===== config.mk =====
export PLATFORM = sky130hd
export DESIGN_NAME = spi_master_tx_flat
export DESIGN_NICKNAME = d
export VERILOG_FILES = /design/src/rtl/spi_master_tx_if.sv /design/src/rtl/spi_master_tx.sv /design/src/flat_wrapper.sv
export SDC_FILE = /design/constraint.sdc
export NUM_CORES = 1
export LEC_CHECK = 0
export CAP_MARGIN = 30
export CORE_ASPECT_RATIO = 0.75
export CORE_MARGIN = 4
export CORE_UTILIZATION = 47
export CTS_CLUSTER_SIZE = 16
export DETAILED_ROUTE_END_ITERATION = 10
export GPL_TIMING_DRIVEN = 0
export PLACE_DENSITY = 0.75
export RECOVER_POWER = 25
export SLEW_MARGIN = 20
export SYNTH_ARGS = -nofsm -noshare
export SYNTH_HDL_FRONTEND = slang
export SYNTH_SLANG_ARGS = --single-unit

===== constraint.sdc =====
create_clock -name i_clk -period 1.91 [get_ports i_clk]
set_input_delay 0.191 -clock i_clk [delete_from_list [all_inputs] [get_ports i_clk]]
set_output_delay 0.191 -clock i_clk [all_outputs]
set_load 0.005 [all_outputs]

===== src/rtl/spi_master_tx_if.sv =====
// Word handshake and SPI pin bundle of the display-command SPI master.
// master = word producer / pin observer, slave = spi_master_tx itself.
interface spi_master_tx_if #(
    parameter int DATA_WIDTH = 24
);
    logic [DATA_WIDTH-1:0] i_tx_data;
    logic                  i_tx_valid;
    logic                  o_tx_ready;
    logic                  o_spi_clk;
    logic                  o_spi_cs;
    logic                  o_spi_mosi;
    logic                  o_busy;
    logic                  o_done_pls;

    modport master (
        output i_tx_data,
        output i_tx_valid,
        input  o_tx_ready,
        input  o_spi_clk,
        input  o_spi_cs,
        input  o_spi_mosi,
        input  o_busy,
        input  o_done_pls
    );

    modport slave (
        input  i_tx_data,
        input  i_tx_valid,
        output o_tx_ready,
        output o_spi_clk,
        output o_spi_cs,
        output o_spi_mosi,
        output o_busy,
        output o_done_pls
    );
endinterface


===== src/rtl/spi_master_tx.sv =====
// SPI mode-0 master transmitter: one DATA_WIDTH word per handshake, shifted
// MSB-first on MOSI inside an active-low CS frame with setup/hold/idle guard times.
module spi_master_tx #(
    parameter int DATA_WIDTH = 24,
    parameter int CLK_DIV    = 2,
    parameter int CS_SETUP   = 2,
    parameter int CS_HOLD    = 2,
    parameter int CS_IDLE    = 4
) (
    input  logic           i_clk,
    input  logic           i_rst,
    spi_master_tx_if.slave bus
);

    localparam int SHIFT_LEN = 2 * CLK_DIV;
    localparam int MAX_A     = (CS_SETUP > CS_HOLD) ? CS_SETUP : CS_HOLD;
    localparam int MAX_B     = (CS_IDLE > SHIFT_LEN) ? CS_IDLE : SHIFT_LEN;
    localparam int MAX_CNT   = (MAX_A > MAX_B) ? MAX_A : MAX_B;
    localparam int CNT_W     = $clog2(MAX_CNT + 1);
    localparam int BIT_W     = $clog2(DATA_WIDTH);

    localparam logic [CNT_W-1:0] SETUP_LAST = CNT_W'(CS_SETUP - 1);
    localparam logic [CNT_W-1:0] HOLD_LAST  = CNT_W'(CS_HOLD - 1);
    localparam logic [CNT_W-1:0] IDLE_LAST  = CNT_W'(CS_IDLE - 1);
    localparam logic [CNT_W-1:0] HALF_LAST  = CNT_W'(CLK_DIV - 1);
    localparam logic [CNT_W-1:0] BIT_END    = CNT_W'(SHIFT_LEN - 1);
    localparam logic [BIT_W-1:0] BIT_LAST   = BIT_W'(DATA_WIDTH - 1);
    localparam logic [CNT_W-1:0] CNT_ONE    = CNT_W'(1);
    localparam logic [BIT_W-1:0] BIT_ONE    = BIT_W'(1);

    typedef enum logic [2:0] {
        IDLE,
        SETUP,
        SHIFT,
        HOLD,
        GAP
    } state_e;

    state_e                state_q, state_d;
    logic [CNT_W-1:0]      cnt_q, cnt_d;
    logic [BIT_W-1:0]      bit_q, bit_d;
    logic [DATA_WIDTH-1:0] shreg_q, shreg_d;
    logic                  cs_q, cs_d;
    logic                  sclk_q, sclk_d;
    logic                  mosi_q, mosi_d;
    logic                  done_q, done_d;

    // State register: every registered output is loaded from the value the
    // output decoder derives for the state being entered, so pins line up with state.
    always_ff @(posedge i_clk or posedge i_rst) begin
        if (i_rst) begin
            state_q <= IDLE;
            cnt_q   <= '0;
            bit_q   <= '0;
            shreg_q <= '0;
            cs_q    <= 1'b1;
            sclk_q  <= 1'b0;
            mosi_q  <= 1'b0;
            done_q  <= 1'b0;
        end else begin
            state_q <= state_d;
            cnt_q   <= cnt_d;
            bit_q   <= bit_d;
            shreg_q <= shreg_d;
            cs_q    <= cs_d;
            sclk_q  <= sclk_d;
            mosi_q  <= mosi_d;
            done_q  <= done_d;
        end
    end

    // Next-state logic: cnt_q counts cycles inside the current state (or
    // inside the current bit while shifting); bit_q counts transmitted bits.
    always_comb begin
        state_d = state_q;
        cnt_d   = cnt_q;
        bit_d   = bit_q;
        shreg_d = shreg_q;
        unique case (state_q)
            IDLE: begin
                cnt_d = '0;
                bit_d = '0;
                if (bus.i_tx_valid) begin
                    state_d = SETUP;
                    shreg_d = bus.i_tx_data;
                end
            end
            SETUP: begin
                if (cnt_q == SETUP_LAST) begin
                    state_d = SHIFT;
                    cnt_d   = '0;
                    bit_d   = '0;
                end else begin
                    cnt_d = cnt_q + CNT_ONE;
                end
            end
            SHIFT: begin
                if (cnt_q == BIT_END) begin
                    cnt_d = '0;
                    if (bit_q == BIT_LAST) begin
                        state_d = HOLD;
                    end else begin
                        bit_d   = bit_q + BIT_ONE;
                        shreg_d = {shreg_q[DATA_WIDTH-2:0], 1'b0};
                    end
                end else begin
                    cnt_d = cnt_q + CNT_ONE;
                end
            end
            HOLD: begin
                if (cnt_q == HOLD_LAST) begin
                    state_d = GAP;
                    cnt_d   = '0;
                end else begin
                    cnt_d = cnt_q + CNT_ONE;
                end
            end
            GAP: begin
                if (cnt_q == IDLE_LAST) begin
                    state_d = IDLE;
                    cnt_d   = '0;
                end else begin
                    cnt_d = cnt_q + CNT_ONE;
                end
            end
            default: begin
                state_d = IDLE;
                cnt_d   = '0;
                bit_d   = '0;
            end
        endcase
    end

    // Output decode from the upcoming state: the last bit is never shifted
    // out of the register, so MOSI keeps the LSB through HOLD.
    always_comb begin
        cs_d   = 1'b1;
        sclk_d = 1'b0;
        mosi_d = 1'b0;
        done_d = 1'b0;
        unique case (state_d)
            SETUP, HOLD: begin
                cs_d   = 1'b0;
                mosi_d = shreg_d[DATA_WIDTH-1];
            end
            SHIFT: begin
                cs_d   = 1'b0;
                sclk_d = (cnt_d > HALF_LAST);
                mosi_d = shreg_d[DATA_WIDTH-1];
            end
            GAP: begin
                done_d = (state_q == HOLD);
            end
            default: begin
                cs_d = 1'b1;
            end
        endcase
    end

    assign bus.o_tx_ready = (state_q == IDLE);
    assign bus.o_busy     = (state_q != IDLE);
    assign bus.o_spi_cs   = cs_q;
    assign bus.o_spi_clk  = sclk_q;
    assign bus.o_spi_mosi = mosi_q;
    assign bus.o_done_pls = done_q;

endmodule

===== src/flat_wrapper.sv =====
// flat-port wrapper written by rule: the top's interface ports become plain ports
module spi_master_tx_flat 
#(
    parameter int DATA_WIDTH = 24,
    parameter int CLK_DIV    = 2,
    parameter int CS_SETUP   = 2,
    parameter int CS_HOLD    = 2,
    parameter int CS_IDLE    = 4
)
  (i_clk, i_rst, bus_i_tx_data, bus_i_tx_valid, bus_o_tx_ready, bus_o_spi_clk, bus_o_spi_cs, bus_o_spi_mosi, bus_o_busy, bus_o_done_pls);
  spi_master_tx_if #(.DATA_WIDTH(DATA_WIDTH)) bus_i ();
  input  logic i_clk;
  input  logic i_rst;
  input wire logic [$bits(bus_i.i_tx_data)-1:0] bus_i_tx_data;
  input wire logic [$bits(bus_i.i_tx_valid)-1:0] bus_i_tx_valid;
  output wire logic [$bits(bus_i.o_tx_ready)-1:0] bus_o_tx_ready;
  output wire logic [$bits(bus_i.o_spi_clk)-1:0] bus_o_spi_clk;
  output wire logic [$bits(bus_i.o_spi_cs)-1:0] bus_o_spi_cs;
  output wire logic [$bits(bus_i.o_spi_mosi)-1:0] bus_o_spi_mosi;
  output wire logic [$bits(bus_i.o_busy)-1:0] bus_o_busy;
  output wire logic [$bits(bus_i.o_done_pls)-1:0] bus_o_done_pls;
  assign bus_i.i_tx_data = bus_i_tx_data;
  assign bus_i.i_tx_valid = bus_i_tx_valid;
  assign bus_o_tx_ready = bus_i.o_tx_ready;
  assign bus_o_spi_clk = bus_i.o_spi_clk;
  assign bus_o_spi_cs = bus_i.o_spi_cs;
  assign bus_o_spi_mosi = bus_i.o_spi_mosi;
  assign bus_o_busy = bus_i.o_busy;
  assign bus_o_done_pls = bus_i.o_done_pls;
  spi_master_tx #(.DATA_WIDTH(DATA_WIDTH), .CLK_DIV(CLK_DIV), .CS_SETUP(CS_SETUP), .CS_HOLD(CS_HOLD), .CS_IDLE(CS_IDLE)) u_core (.i_clk(i_clk), .i_rst(i_rst), .bus(bus_i));
endmodule

Word level (Yosys, flattened, before mapping):

Index checks and enable logic that the tools add are counted.

* add/sub/neg operators: 2
* eq/ne operators: 15
* reduce and logical (&&, ||, !) cells: 9
* bitwise operators: 1
* mux-type cells: 22
* magnitude comparators: 1

Operators by type and width (number)
* two-way mux 24 bit: 3
* one-hot mux 24 bit (2 select lines): 1
* two-way mux 3 bit: 8
* == test 3 x 2 -> 1 bit, second input constant: 5
* two-way mux 5 bit: 3
* one-hot mux 3 bit (5 select lines): 1
* one-hot mux 5 bit (3 select lines): 1
* == test 3 x 1 -> 1 bit, second input constant: 3
* AND reduction 4 bit: 2
* == test 3 bit, second input constant: 2
* one-hot mux 3 bit (2 select lines): 1
* OR reduction 2 bit: 3
* adder 5 x 1 -> 5 bit, second input constant: 1
* == test 5 bit, second input constant: 1
* two-way mux 1 bit: 4
* != test 2 x 1 -> 1 bit, second input constant: 2
* != test 2 bit, second input constant: 2
* adder 3 x 1 -> 3 bit, second input constant: 1
* > comparator 3 x 1 -> 1 bit, second input constant: 1
* logical NOT 3 bit: 1
* nonzero test 3 bit: 1
* OR reduction 3 bit: 1
* nonzero test 2 bit: 1
* inverter 1 bit: 1

* output and inout port bits: 6
* logic and storage cells: 59
* register bits after elaboration: 39

Logic depth before layout (Yosys ltp):

* depth in word-level cells: 7
* gate-level depth with buffers: 8
* mapped depth without buffers: 6

Worst setup path before layout:

No wires, ideal clock.

* path kind: register to register
* start: reg u_core.cnt_q[0]
* end: reg u_core.mosi_q, in the netlist u_core.bus.o_spi_mosi
* slack: 73 ps
* data arrival time: 1718 ps
* clock period less this slack: 1837 ps
* data required time: 1791 ps
* stages on the path, launching flop included: 8
* cells stage by stage: dfrtp_1 ha_1 ha_1 and4bb_4 and2_4 buf_6 a221o_1 o21a_1

* elaborated cells on any way between the ends: 14
* those cells by class: eq/ne (5); mux (8); reduce/logical (1)

RTL lines
* start: declaration: line spi_master_tx.sv:40 `logic [CNT_W-1:0] cnt_q, cnt_d;`
* start signal: assignment: line spi_master_tx.sv:62 `cnt_q <= cnt_d;`
* == test 3 x 2 -> 1 bit: line spi_master_tx.sv:98 `if (cnt_q == BIT_END) begin`
* two-way mux 24 bit: line spi_master_tx.sv:98
* one-hot mux 24 bit (2 select lines): line spi_master_tx.sv:79 `unique case (state_q)`
* named net u_core.shreg_d[23]: line spi_master_tx.sv:42 `logic [DATA_WIDTH-1:0] shreg_q, shreg_d;`
* two-way mux 1 bit: line spi_master_tx.sv:141 `unique case (state_d)`
* named net u_core.mosi_d: line spi_master_tx.sv:45 `logic mosi_q, mosi_d;`
* end signal: assignment: line spi_master_tx.sv:67 `mosi_q <= mosi_d;`
* end: declaration: line spi_master_tx.sv:45

The timed path passes the listed nets, and every way through them passes these cells. The select of a mux whose other input is x is not followed.
A chain may end at the register's enable or synchronous reset.

Final worst setup path:

Same ends and word-level chain as after synthesis.

==> flow_metrics.py <==
metrics = {
    "yosys": {
        "yosysWarnings": 0,
        "synth_edf_count": 0,
        "yosysSeqAreaShare_pct": 53.24,
        "ys_types": 39,
        "synth_ff_type": "dfrtp_1",
        "syn_area_per_cell_um2": 10.37,
        "synth.net_count": 209,
        "synth-seq-cells": 39,
        "ys_async_sr_fraction_pct": 100.0,
        "syn-cell-area_um2": 1836,
        "syn_inst": 177,
    },
    "worst_setup_path": {
        "rr_worst_depth": 7,
        "required_ns": 2.10,
        "cp-start-kind": "flip-flop",
        "crit_path_cell_trace": "ha_2 -> ha_4 -> and4bb_4 -> and2_4 -> buf_6 -> a221o_1 -> o21a_1",
        "cp.arrival_ns": 2.04,
        "cp_max_fo": 7,
        "slowest_delay_ns": 0.40,
        "criticalPathCategory": "reg -> reg",
        "slowest_stage": "dfrtp_1",
        "end_kind": "flip-flop",
    },
    "global_routing": {
        "grt_max_degree": 26,
        "antenna_found_initial": 0,
        "grt_pass1_vias": 1461,
        "grt_pass1_wl_um": 6644,
        "gr-usage-all-layers_pct": 17.05,
        "overflow": 0,
    },
    "placement": {
        "dp_hpwl_um": 2843,
        "placed_area_um2": 2248,
        "place.gp.congestion": 0.7798,
        "dp_cells": 262,
        "port_buffers": 32,
    },
    "floorplanning": {
        "die_area_um2": 4980,
        "start_util_pct": 49.49,
        "rows": 19,
        "dieHeight_um": 62.12,
        "coreArea_um2": 3709,
        "chipWidth_um": 80.16,
        "ios": 33,
    },
    "clock_network": {
        "clk_latency_ns": 0.29,
        "htree_levels": 2,
        "cts_tree": "yes",
        "clock-sinks": 39,
        "ctsHoldBuffers": 0,
        "clockRootBuffer": "clkbuf_8",
        "numCtsBuffers": 5,
        "cts_buffer_depth": 2,
        "path_clk_slew_ns": 0.07,
    },
    "cells_and_area": {
        "fin_util_pct": 65.82,
        "fin_nets": 249,
        "design_area_um2": 2441,
        "n_antenna_cell": 0,
        "syn_to_final_growth_pct": 32.99,
        "fillCellCount": 309,
        "drive_above_1_share_pct": 19.27,
        "stdcell_count": 270,
    },
    "route": {
        "drcViolationCount": 0,
        "via_per_inst": 5.326,
        "dr_total_vias": 1438,
        "first_pass_iters": 4,
        "ant_nets": 0,
        "wire_per_inst_um": 14.31,
        "routed_wirelength_um": 3865,
        "drtIter0Drc": 59,
    },
    "timing": {
        "period_minus_slack_ns": 1.859,
        "final-setup-viol-count": 0,
        "hold_viol": 0,
        "min_period_over_period_pct": 97.32,
        "worstMarginPinSlew_ns": 0.5882,
        "rsz0062_at_grt": "false",
        "final.setup.tns_ns": 0,
        "slew_headroom_pct": 60.79,
        "skew_ns": 0.007458,
        "drv_slew": 0,
        "fmax_mhz": 538.0,
    },
    "power": {
        "peakVddDrop_mv": 0.5211,
        "powerDensity_nw_per_um2": 674.6,
        "power_leakage_uw": 0.001173,
    },
    "run_status": {
        "outcome": "completed",
    },
    "flow_run": {
        "drv_cap": 0,
    },
    "hold_path": {
        "min_path_type": "in -> async",
    },
}
[state kept, by name (all words and copies together) (netlist names)]
register	flops
u_core.bus.o_done_pls	1
u_core.bus.o_spi_clk	1
u_core.cnt_q	3
u_core.state_q	3
u_core.bus.o_spi_mosi	1
u_core.bus.o_spi_cs	1
u_core.shreg_q	24
u_core.bit_q	5
[worst max-delay path: cells and delay by family (launching register included)]
| family | cells | cell delay, ns |
|---|---|---|
| AND/OR/NAND/NOR | 2 | 0.38 |
| flip-flops | 1 | 0.40 |
| buffers and inverters | 1 | 0.12 |
| AO/OA/AOI/OAI | 2 | 0.46 |
| adder cells (fa/ha/maj) | 2 | 0.40 |
[cell usage after synthesis, types with 2 or more instances]
| library cell | number | area share [%] |
|---|---|---|
| a21oi_1 | 4 | 1.1 |
| a22o_1 | 2 | 0.95 |
| a22oi_1 | 22 | 9.0 |
| a2bb2oi_1 | 2 | 0.95 |
| buf_2 | 4 | 1.1 |
| buf_6 | 2 | 1.2 |
| clkbuf_1 | 2 | 0.41 |
| dfrtp_1 | 38 | 52 |
| ha_1 | 5 | 3.4 |
| inv_1 | 7 | 1.4 |
| nand2_1 | 46 | 9.4 |
| nand2b_1 | 6 | 2.0 |
| nand3b_1 | 3 | 1.2 |
| nor2_1 | 6 | 1.2 |
| nor2b_1 | 3 | 1.0 |
| o41ai_1 | 2 | 0.95 |
[metal layers]
layer | global-route usage (%) | vias to the layer above | share of wire, %
li1 | - | 700 | -
met1 | 21.76 | 698 | 46
met2 | 26.96 | 34 | 47
met3 | 4.624 | 6 | 4.6
met4 | 7.595 | 0 | 1.6
met5 | 0 | - | 0
[cell usage in the layout, fill, tap and decap left out, types with 2 or more instances in the layout]
cell type,Yosys,layout
nand2_1,46,46
dfrtp_1,38,38
clkdlybuf4s50_1,0,30
a22oi_2,0,13
a22oi_1,22,9
inv_1,7,7
nand2b_1,6,6
nor2_1,6,6
clkbuf_8,0,6
buf_4,1,3
clkbuf_2,0,3
nor2b_1,3,3
a21oi_1,4,3
nand3b_1,3,3
ha_1,5,3
buf_6,2,2
a22o_1,2,2
o311ai_1,1,2
o41ai_1,2,2
a2bb2oi_1,2,2
[cell type report]
type | instances | area (um^2) | share of cell area (%)
Multi-Input combinational cell | 122 | 863.3 | 35.37
Buffer | 9 | 67.56 | 2.768
Sequential cell | 39 | 977.2 | 40.03
Clock buffer | 6 | 82.58 | 3.383
Clock inverter | 2 | 35.03 | 1.435
Inverter | 7 | 26.28 | 1.076
Timing Repair Buffer | 33 | 324.1 | 13.28
Tap cell | 52 | 65.06 | 2.665
[worst paths after layout]
| kind | startpoint | end | slack (ns) |
|---|---|---|---|
| setup / recovery | u_core.cnt_q[0]$_DFF_PP0_ | u_core.bus.o_spi_mosi$_DFF_PP0_ | 0.05 |
| hold / removal | i_rst | u_core.shreg_q[2]$_DFFE_PP0P_ | 0.39 |
| setup reg to reg | u_core.cnt_q[0]$_DFF_PP0_ | u_core.bus.o_spi_mosi$_DFF_PP0_ | 0.05 |
| hold reg to reg | u_core.cnt_q[0]$_DFF_PP0_ | u_core.cnt_q[0]$_DFF_PP0_ | 0.47 |
| max in group asynchronous | i_rst | u_core.state_q[2]$_DFF_PP0_ | 0.54 |
| min in group i_clk | u_core.cnt_q[0]$_DFF_PP0_ | u_core.cnt_q[0]$_DFF_PP0_ | 0.47 |
[cell families after synthesis]
kind of cell / count (synthesis) / share of synthesized area (%)
fa+ha+maj: 5 / 3.408
buf+inv: 16 / 4.568
simple gates: 72 / 19.57
mux: 1 / 0.6135
compound gates: 43 / 18.13
xor+xnor: 1 / 0.4773
flops: 39 / 53.24
[repair_timing]
action | CTS | global route
endpoints found under the setup margin | 22 | 22
setup buffers | 0 | 0
gates resized for setup | 6 | 23
cloned | 0 | 0
endpoints found under the hold margin | 0 | 0
[where the power goes]
group / total, uW / leakage (uW) / internal, uW / switching, uW
clock network: 701 / 0.0000612 / 422 / 279
registers: 850 / 0.000493 / 840 / 9.86
logic: 94.9 / 0.000619 / 60.7 / 34.3
[through the flow]
stage | worst slack (ns) | hold WS [ns] | power, uW
6_report | 0.05125 | 0.3897 | 1647
5_1_grt | 0.008020 | 0.4656 | 1701
4_1_cts | 0.004390 | 0.1981 | 1665
3_5_place_dp | -0.1378 | 0.4630 | 962.8
3_3_place_gp | -0.1094 | 0.4522 | 951.2
2_1_floorplan | 0.07333 | 0.3309 | 888.4
Note: power is estimated with default switching activity, not from simulation.
